[src/rtl/axilite_slave_regs.sv]
`default_nettype none
// ============================================================================
//  Module      : axilite_slave_regs
//  Description : AXI4-Lite responder terminating a bank of software-writable
//                registers. Independent write/read FSMs, AW/W in any order,
//                SLVERR on out-of-range index, one-cycle write pulse per reg.
//  Revision    : 1.0 - initial release
// ============================================================================
module axilite_slave_regs #(
    parameter int ADDR_W   = 32,
    parameter int DATA_W   = 64,
    parameter int NUM_REGS = 8
) (
    input  logic                         aclk,
    input  logic                         areset,
    // write address channel
    input  logic [ADDR_W-1:0]            s_axi_awaddr,
    input  logic [2:0]                   s_axi_awprot,
    input  logic                         s_axi_awvalid,
    output logic                         s_axi_awready,
    // write data channel
    input  logic [DATA_W-1:0]            s_axi_wdata,
    input  logic [DATA_W/8-1:0]          s_axi_wstrb,
    input  logic                         s_axi_wvalid,
    output logic                         s_axi_wready,
    // write response channel
    output logic [1:0]                   s_axi_bresp,
    output logic                         s_axi_bvalid,
    input  logic                         s_axi_bready,
    // read address channel
    input  logic [ADDR_W-1:0]            s_axi_araddr,
    input  logic [2:0]                   s_axi_arprot,
    input  logic                         s_axi_arvalid,
    output logic                         s_axi_arready,
    // read data channel
    output logic [DATA_W-1:0]            s_axi_rdata,
    output logic [1:0]                   s_axi_rresp,
    output logic                         s_axi_rvalid,
    input  logic                         s_axi_rready,
    // fabric side
    output logic [NUM_REGS*DATA_W-1:0]   user_regs_out,
    output logic [NUM_REGS-1:0]          user_wr_pulse
);

    localparam int         STRB_W      = DATA_W / 8;
    localparam int         OFS         = $clog2(STRB_W);
    localparam logic [1:0] RESP_OKAY   = 2'b00;
    localparam logic [1:0] RESP_SLVERR = 2'b10;

    typedef enum logic [1:0] {
        W_IDLE   = 2'd0,
        W_COMMIT = 2'd1,
        W_RESP   = 2'd2
    } wstate_t;

    typedef enum logic {
        R_IDLE = 1'b0,
        R_RESP = 1'b1
    } rstate_t;

    // ------------------------------------------------------------------------
    // Storage and channel state
    // ------------------------------------------------------------------------
    logic [DATA_W-1:0] regs [NUM_REGS];
    logic [NUM_REGS-1:0] wr_pulse;

    wstate_t             w_state;
    wstate_t             w_next;
    logic                aw_held;
    logic                w_held;
    logic [ADDR_W-1:0]   aw_addr_q;
    logic [DATA_W-1:0]   wdata_q;
    logic [STRB_W-1:0]   wstrb_q;
    logic [1:0]          bresp_q;

    rstate_t             r_state;
    rstate_t             r_next;
    logic [DATA_W-1:0]   rd_mux;
    logic [DATA_W-1:0]   rdata_q;
    logic [1:0]          rresp_q;

    logic [ADDR_W-1:0]   aw_idx;
    logic [ADDR_W-1:0]   ar_idx;
    logic                aw_in_range;
    logic                ar_in_range;

    logic                aw_fire;
    logic                w_fire;
    logic                b_fire;
    logic                ar_fire;
    logic                r_fire;

    // Protection bits carry no meaning for this register bank.
    logic                unused_prot;
    assign unused_prot = ^{s_axi_awprot, s_axi_arprot};

    // Index decode over the full address; low byte-offset bits drop out.
    assign aw_idx      = aw_addr_q >> OFS;
    assign ar_idx      = s_axi_araddr >> OFS;
    assign aw_in_range = (aw_idx < ADDR_W'(NUM_REGS));
    assign ar_in_range = (ar_idx < ADDR_W'(NUM_REGS));

    // Readies depend only on state/flags, forced low while reset is held.
    assign s_axi_awready = (w_state == W_IDLE) && !aw_held && !areset;
    assign s_axi_wready  = (w_state == W_IDLE) && !w_held  && !areset;
    assign s_axi_arready = (r_state == R_IDLE) && !areset;

    assign aw_fire = s_axi_awvalid && s_axi_awready;
    assign w_fire  = s_axi_wvalid  && s_axi_wready;
    assign b_fire  = s_axi_bvalid  && s_axi_bready;
    assign ar_fire = s_axi_arvalid && s_axi_arready;
    assign r_fire  = s_axi_rvalid  && s_axi_rready;

    // ------------------------------------------------------------------------
    // Write channel
    // ------------------------------------------------------------------------

    // Write FSM state register.
    always_ff @(posedge aclk or posedge areset) begin
        if (areset) begin
            w_state <= W_IDLE;
        end else begin
            w_state <= w_next;
        end
    end

    // Write FSM next state and response valid; commit once both halves held.
    always_comb begin
        w_next       = w_state;
        s_axi_bvalid = 1'b0;
        case (w_state)
            W_IDLE: begin
                if ((aw_held || aw_fire) && (w_held || w_fire)) begin
                    w_next = W_COMMIT;
                end
            end
            W_COMMIT: begin
                w_next = W_RESP;
            end
            W_RESP: begin
                s_axi_bvalid = 1'b1;
                if (s_axi_bready) begin
                    w_next = W_IDLE;
                end
            end
            default: begin
                w_next = W_IDLE;
            end
        endcase
    end

    // Capture AW/W independently and hold them until the B handshake.
    always_ff @(posedge aclk or posedge areset) begin
        if (areset) begin
            aw_held   <= 1'b0;
            w_held    <= 1'b0;
            aw_addr_q <= '0;
            wdata_q   <= '0;
            wstrb_q   <= '0;
        end else begin
            if (b_fire) begin
                aw_held <= 1'b0;
                w_held  <= 1'b0;
            end else begin
                if (aw_fire) aw_held <= 1'b1;
                if (w_fire)  w_held  <= 1'b1;
            end
            if (aw_fire) aw_addr_q <= s_axi_awaddr;
            if (w_fire) begin
                wdata_q <= s_axi_wdata;
                wstrb_q <= s_axi_wstrb;
            end
        end
    end

    // Response code is decided during the commit cycle and held through B.
    always_ff @(posedge aclk or posedge areset) begin
        if (areset) begin
            bresp_q <= RESP_OKAY;
        end else if (w_state == W_COMMIT) begin
            bresp_q <= aw_in_range ? RESP_OKAY : RESP_SLVERR;
        end
    end

    assign s_axi_bresp = bresp_q;

    // Register bank: an exact index match implies the access is in range.
    for (genvar i = 0; i < NUM_REGS; i++) begin : g_regs
        logic hit;
        assign hit = (w_state == W_COMMIT) && (aw_idx == ADDR_W'(i));

        // Byte-lane update of register i and its one-cycle write pulse.
        always_ff @(posedge aclk or posedge areset) begin
            if (areset) begin
                regs[i]     <= '0;
                wr_pulse[i] <= 1'b0;
            end else begin
                wr_pulse[i] <= hit;
                if (hit) begin
                    for (int b = 0; b < STRB_W; b++) begin
                        if (wstrb_q[b]) begin
                            regs[i][8*b +: 8] <= wdata_q[8*b +: 8];
                        end
                    end
                end
            end
        end

        assign user_regs_out[i*DATA_W +: DATA_W] = regs[i];
    end

    assign user_wr_pulse = wr_pulse;

    // ------------------------------------------------------------------------
    // Read channel
    // ------------------------------------------------------------------------

    // Read data select; an unmatched index yields zero.
    always_comb begin
        rd_mux = '0;
        for (int i = 0; i < NUM_REGS; i++) begin
            if (ar_idx == ADDR_W'(i)) begin
                rd_mux = regs[i];
            end
        end
    end

    // Read FSM state register.
    always_ff @(posedge aclk or posedge areset) begin
        if (areset) begin
            r_state <= R_IDLE;
        end else begin
            r_state <= r_next;
        end
    end

    // Read FSM next state and data valid.
    always_comb begin
        r_next       = r_state;
        s_axi_rvalid = 1'b0;
        case (r_state)
            R_IDLE: begin
                if (ar_fire) begin
                    r_next = R_RESP;
                end
            end
            R_RESP: begin
                s_axi_rvalid = 1'b1;
                if (r_fire) begin
                    r_next = R_IDLE;
                end
            end
            default: begin
                r_next = R_IDLE;
            end
        endcase
    end

    // Register read data/response on AR; held stable until R handshake.
    always_ff @(posedge aclk or posedge areset) begin
        if (areset) begin
            rdata_q <= '0;
            rresp_q <= RESP_OKAY;
        end else if (ar_fire) begin
            rdata_q <= rd_mux;
            rresp_q <= ar_in_range ? RESP_OKAY : RESP_SLVERR;
        end
    end

    assign s_axi_rdata = rdata_q;
    assign s_axi_rresp = rresp_q;

endmodule
`default_nettype wire
[config.mk]
export PLATFORM = sky130hd
export DESIGN_NAME = axilite_slave_regs
export DESIGN_NICKNAME = d
export VERILOG_FILES = /design/src/rtl/axilite_slave_regs.sv
export SDC_FILE = /design/constraint.sdc
export NUM_CORES = 1
export LEC_CHECK = 0
export ABC_AREA = 1
export CELL_PAD_IN_SITES_DETAIL_PLACEMENT = 1
export CELL_PAD_IN_SITES_GLOBAL_PLACEMENT = 1
export CORE_ASPECT_RATIO = 0.6
export CORE_MARGIN = 8
export CORE_UTILIZATION = 40
export CTS_CLUSTER_SIZE = 14
export DETAILED_ROUTE_END_ITERATION = 12
export GPL_TIMING_DRIVEN = 0
export HOLD_SLACK_MARGIN = 0.03
export PLACE_DENSITY_LB_ADDON = 0.1
export SLEW_MARGIN = 10
export SYNTH_ARGS = -nofsm -noshare
export SYNTH_HDL_FRONTEND = slang
export SYNTH_SLANG_ARGS = --single-unit
[constraint.sdc]
create_clock -name aclk -period 76.4 [get_ports aclk]
set_input_delay 19.1 -clock aclk [delete_from_list [all_inputs] [get_ports aclk]]
set_output_delay 19.1 -clock aclk [all_outputs]
set_load 0.01 [all_outputs]
; Word-level counts from Yosys, hierarchy flattened
; Cells that the tools add are included.
[word_totals]
elab_cells = 219
reg_bits = 697
input_bits = 149
out_inout_bits = 593
[classes]
order_cmp = 2
eq_ne = 18
reduce_logical = 94
bitwise = 1
mux = 22
[ops]
columns = operator, n
row1 = 2-to-1 mux 64 bit, 8
row2 = equality test 29 x 3 -> 1 bit (second input constant), 8
row3 = AND reduction 2 bit, 65
row4 = equality test 29 x 2 -> 1 bit (second input constant), 4
row5 = zero test 32 bit, 2
row6 = equality test 29 x 1 -> 1 bit (second input constant), 2
row7 = < comparator 29 x 4 -> 1 bit (second input constant), 2
row8 = logical AND 1 bit, 19
row9 = 2-to-1 mux 1 bit, 8
row10 = 2-to-1 mux 2 bit, 4
row11 = case mux 2 bit (3 select lines), 1
row12 = nonzero test 2 bit, 2
row13 = zero test 1 bit, 3
row14 = equality test 2 x 1 -> 1 bit (second input constant), 1
row15 = equality test 2 bit (second input constant), 1
row16 = zero test 2 bit, 1
row17 = logical OR 1 bit, 2
row18 = inequality test 2 x 1 -> 1 bit (second input constant), 1
row19 = inequality test 2 bit (second input constant), 1
row20 = case mux 1 bit (2 select lines), 1
row21 = inverter 1 bit, 1

; Logic depth before layout (Yosys ltp)
[logic_depth]
ltp_word = 9
mapped_depth = 13
mapped_depth_nobuf = 11

; Worst setup path before layout
; Ideal clock, no wire load.
[synth_timing]
path_kind = input -> output
start = in areset
end = out s_axi_awready
required_time_ns = 57.300
n_path_buf = 0
stages = 3
path_slack_ns = 22.359
arrival_time_ns = 34.941
path_cell_list = inv_1 nand3_1 nor2_1
[synth_via]
elab_chain_len = 2
[synth_lines]
columns = item, line_no
row1 = from (decl), 15  ; input logic areset,
row2 = zero test 1 bit (no line), -
row3 = logical AND 1 bit, 104  ; assign s_axi_awready = (w_state == W_IDLE) && !aw_held && !areset;
row4 = to (decl), 20  ; output logic s_axi_awready,
; No other way between the ends.

; Worst setup path in the final report
[layout_timing]
start = in areset
end = out s_axi_wready
[layout_via]
elab_chain_len = 2
[layout_lines]
columns = item, line_no
row1 = zero test 1 bit (no line), -
row2 = logical AND 1 bit, 105  ; assign s_axi_wready = (w_state == W_IDLE) && !w_held && !areset;
row3 = to (decl), 25  ; output logic s_axi_wready,
; No other way between the ends.

==> out/results.ini <==
[run_status]
status = finished clean

[synth]
synthCells = 3330
synth_adder_area_share_pct = 0
ys_types = 38
ys_seq_area_share_pct = 58.08
synth_compound_area_share_pct = 10.52
synth-simple-area-share_pct = 26.56
syn-cell-area_sq_um = 29820
yosysWarningCount = 0
ys_ff_latch = 692
synth_top_family_by_area = simple AND/OR/NAND/NOR gates
synthMuxAreaShare_pct = 0
syn_area_per_cell_sq_um = 8.954
synth_xor_area_share_pct = 0

[finish]
layout_commonest_cell = nand2_1
final_nets = 4288
final_cell_mix = nand2_1 (1168), clkdlybuf4s50_1 (727), dfrtp_1 (692), o21ai_0 (486), nand3_1 (234)
syn2layout_area_growth_pct = 36.59
layout-drive-gt1-share_pct = 7.926
final_area_sq_um = 40730

[routing]
routed_via_density = 5.602
first_pass_iters = 5
drc_errors = 0
ant_nets = 0
drt_iter0_drc = 2464
vias = 28962
wire_per_inst_um = 27.32
wirelength_um = 141200

[grt]
antenna_found_initial = 12
grt.total_usage_pct = 32.70
grt_pass1_wl_um = 205600
grt_pass1_vias = 29434
grt_max_degree = 114
grt_overflow_total = 0

[sta]
tightestPinTransition_ns = 1.311
relSlewSlack_pct = 12.57
setup-violations-final = 0
period_needed_ns = 40.67
whs_ns = 0.4792
max_freq_ghz = 0.02459
timing.final.crit_share_pct = 53.23
slew_viol_final = 0
final_hold_viol_count = 0
rsz0062_at_grt = no
setup_ws_ns = 35.73
finalSetupTns_ns = 0
fin_worst_skew_ns = 0.02005

[power]
powerDensity_nw_per_um2 = 21.72
clkPwrFrac_pct = 38.7
seq_power_share_pct = 45.6
swShare_pct = 30.84
combPwrFrac_pct = 15.6
internal_power_mw = 0.6117
ir_drop_mv = 0.01453
switchingPower_mw = 0.2727
power_leakage_nw = 18.00

[setup_path]
startpoint_type = input pin
crit_path_end_kind = output port
max_stage_delay_ns = 0.58
critPathMaxFanout = 100
cpMostUsedCell = clkdlybuf4s50_1
slowest_stage = inv_8
crit_buf_inv = 4
crit_chain = clkdlybuf4s50_1 > inv_8 > buf_16 > nand3_1 > nor2_1 > clkdlybuf4s50_1
cp.required_ns = 57.30
worstPathArrival_ns = 21.57
rrSetupSlack_ns = 72.97
cp_top_family = buffers and inverters
critPathKind = in2out

[clock_tree]
root_buffer = clkbuf_16
ctsHoldBuffers = 0
cts_tree = built
cts_sinks = 692
numCtsBuffers = 70
postCtsSetupBuffers = 0
clock_latency_ns = 0.62
post_cts_resize_count = 0
path_clk_slew_ns = 0.06
htreeDepth = 3
clockBufferDepth = 3

[floorplan]
dieArea_sq_um = 83820
io_pins = 742
start_util_pct = 40.45
die_y_um = 227.5
coreArea_sq_um = 73700
die_width_um = 368.5
rows = 77

[place]
gp_congestion = 0.9037
dp_worst_setup_slack_ns = 35.68
dpl-instance-area_sq_um = 38540
io_buffers = 727
dp_hpwl_um = 105400

[hold_path]
hold_class = reg2reg

[flow_run]
maxCapViolCount = 0

stage by stage:
step / instances / util, % / total power [mW]
floorplan: 3331 / - / 0.4826
global placement: 5045 / 52.01 / 0.5434
detailed placement: 5053 / 52.29 / 0.5470
CTS: 5162 / 55.21 / 0.8870
global route: 5169 / 55.25 / 0.9156
finish: 5170 / 55.26 / 0.8845
flip-flops by register name, summed over array words and instances (netlist names):
register and cells:
user_wr_pulse 8, user_regs_out 512, s_axi_rresp 1, aw_addr_q 29, r_state 1, s_axi_rdata 64, wdata_q 64, w_state 2
s_axi_bresp 1, aw_held 1, wstrb_q 8, w_held 1
cells in the mapped netlist, drive strengths merged:
| cell type | count | area share [%] |
|---|---|---|
| and3 | 1 | 0.021 |
| nor2 | 120 | 1.6 |
| clkinv | 1 | 0.017 |
| nor3b | 64 | 1.6 |
| nor4 | 4 | 0.18 |
| a21oi | 1 | 0.017 |
| buf | 121 | 2.7 |
| dfrtp | 692 | 58 |
| and2 | 2 | 0.055 |
| nand2 | 1195 | 16 |
| nand4 | 132 | 2.8 |
| inv | 100 | 1.3 |
| a31oi | 1 | 0.021 |
| or2 | 1 | 0.029 |
| clkbuf | 68 | 0.86 |
| nor3 | 10 | 0.41 |
| o21ai | 579 | 10 |
| conb | 1 | 0.013 |
| nand3 | 237 | 4.1 |
final cells by class:
class / count / area, sq um
fillers: 8503 / 32980
repair buffers: 736 / 7483
clock buffers: 95 / 2009
well taps: 987 / 1235
diodes: 7 / 17.52
clock inverters: 14 / 145.1
flip-flops and latches: 692 / 17320
inverters: 101 / 387.9
plain buffers: 189 / 1061
multi-input cells: 2349 / 11070
worst paths after layout:
| kind | startpoint | to | cells after the start |
|---|---|---|---|
| max in group asynchronous | areset | user_regs_out[489] | 5 |
| max reg2reg | aw_addr_q[24] | user_regs_out[345] | 9 |
| min | s_axi_rdata[12] | s_axi_rdata[12] | 2 |
| min in group asynchronous | areset | aw_addr_q[17] | 2 |
| min reg2reg | s_axi_rdata[12] | s_axi_rdata[12] | 2 |
| max | areset | s_axi_wready | 6 |
worst register-to-register path, stage by stage (launching register included):
cell	delay, ns
dfrtp_1	0.38
nor2_1	0.15
nand2_1	0.08
nor2_1	0.38
nand2_4	0.19
nor3_4	0.90
nand3_1	0.63
buf_2	0.41
nand2_1	0.10
o21ai_0	0.07
kinds of logic (layout without fill, tap and decap cells):
group,after synthesis,in the layout
flops,692,692
compound gates,581,581
simple gates,1766,1766
other cells,1,9
buf+inv,290,1135
layer usage:
| metal | routed length, um | track usage, % |
|---|---|---|
| met1 | 59810 | 44.50 |
| met2 | 64090 | 50.23 |
| met3 | 10600 | 7.554 |
| met4 | 6700 | 14.29 |
| met5 | 30 | 0 |
power groups by stage:
stage	clock network [mW]	logic, mW	registers [mW]
floorplan	0	0.0742	0.408
global placement	0	0.133	0.410
detailed placement	0	0.137	0.410
CTS	0.345	0.138	0.404
global route	0.359	0.151	0.406
finish	0.342	0.138	0.404
Note: power is estimated with default switching activity, not from simulation.
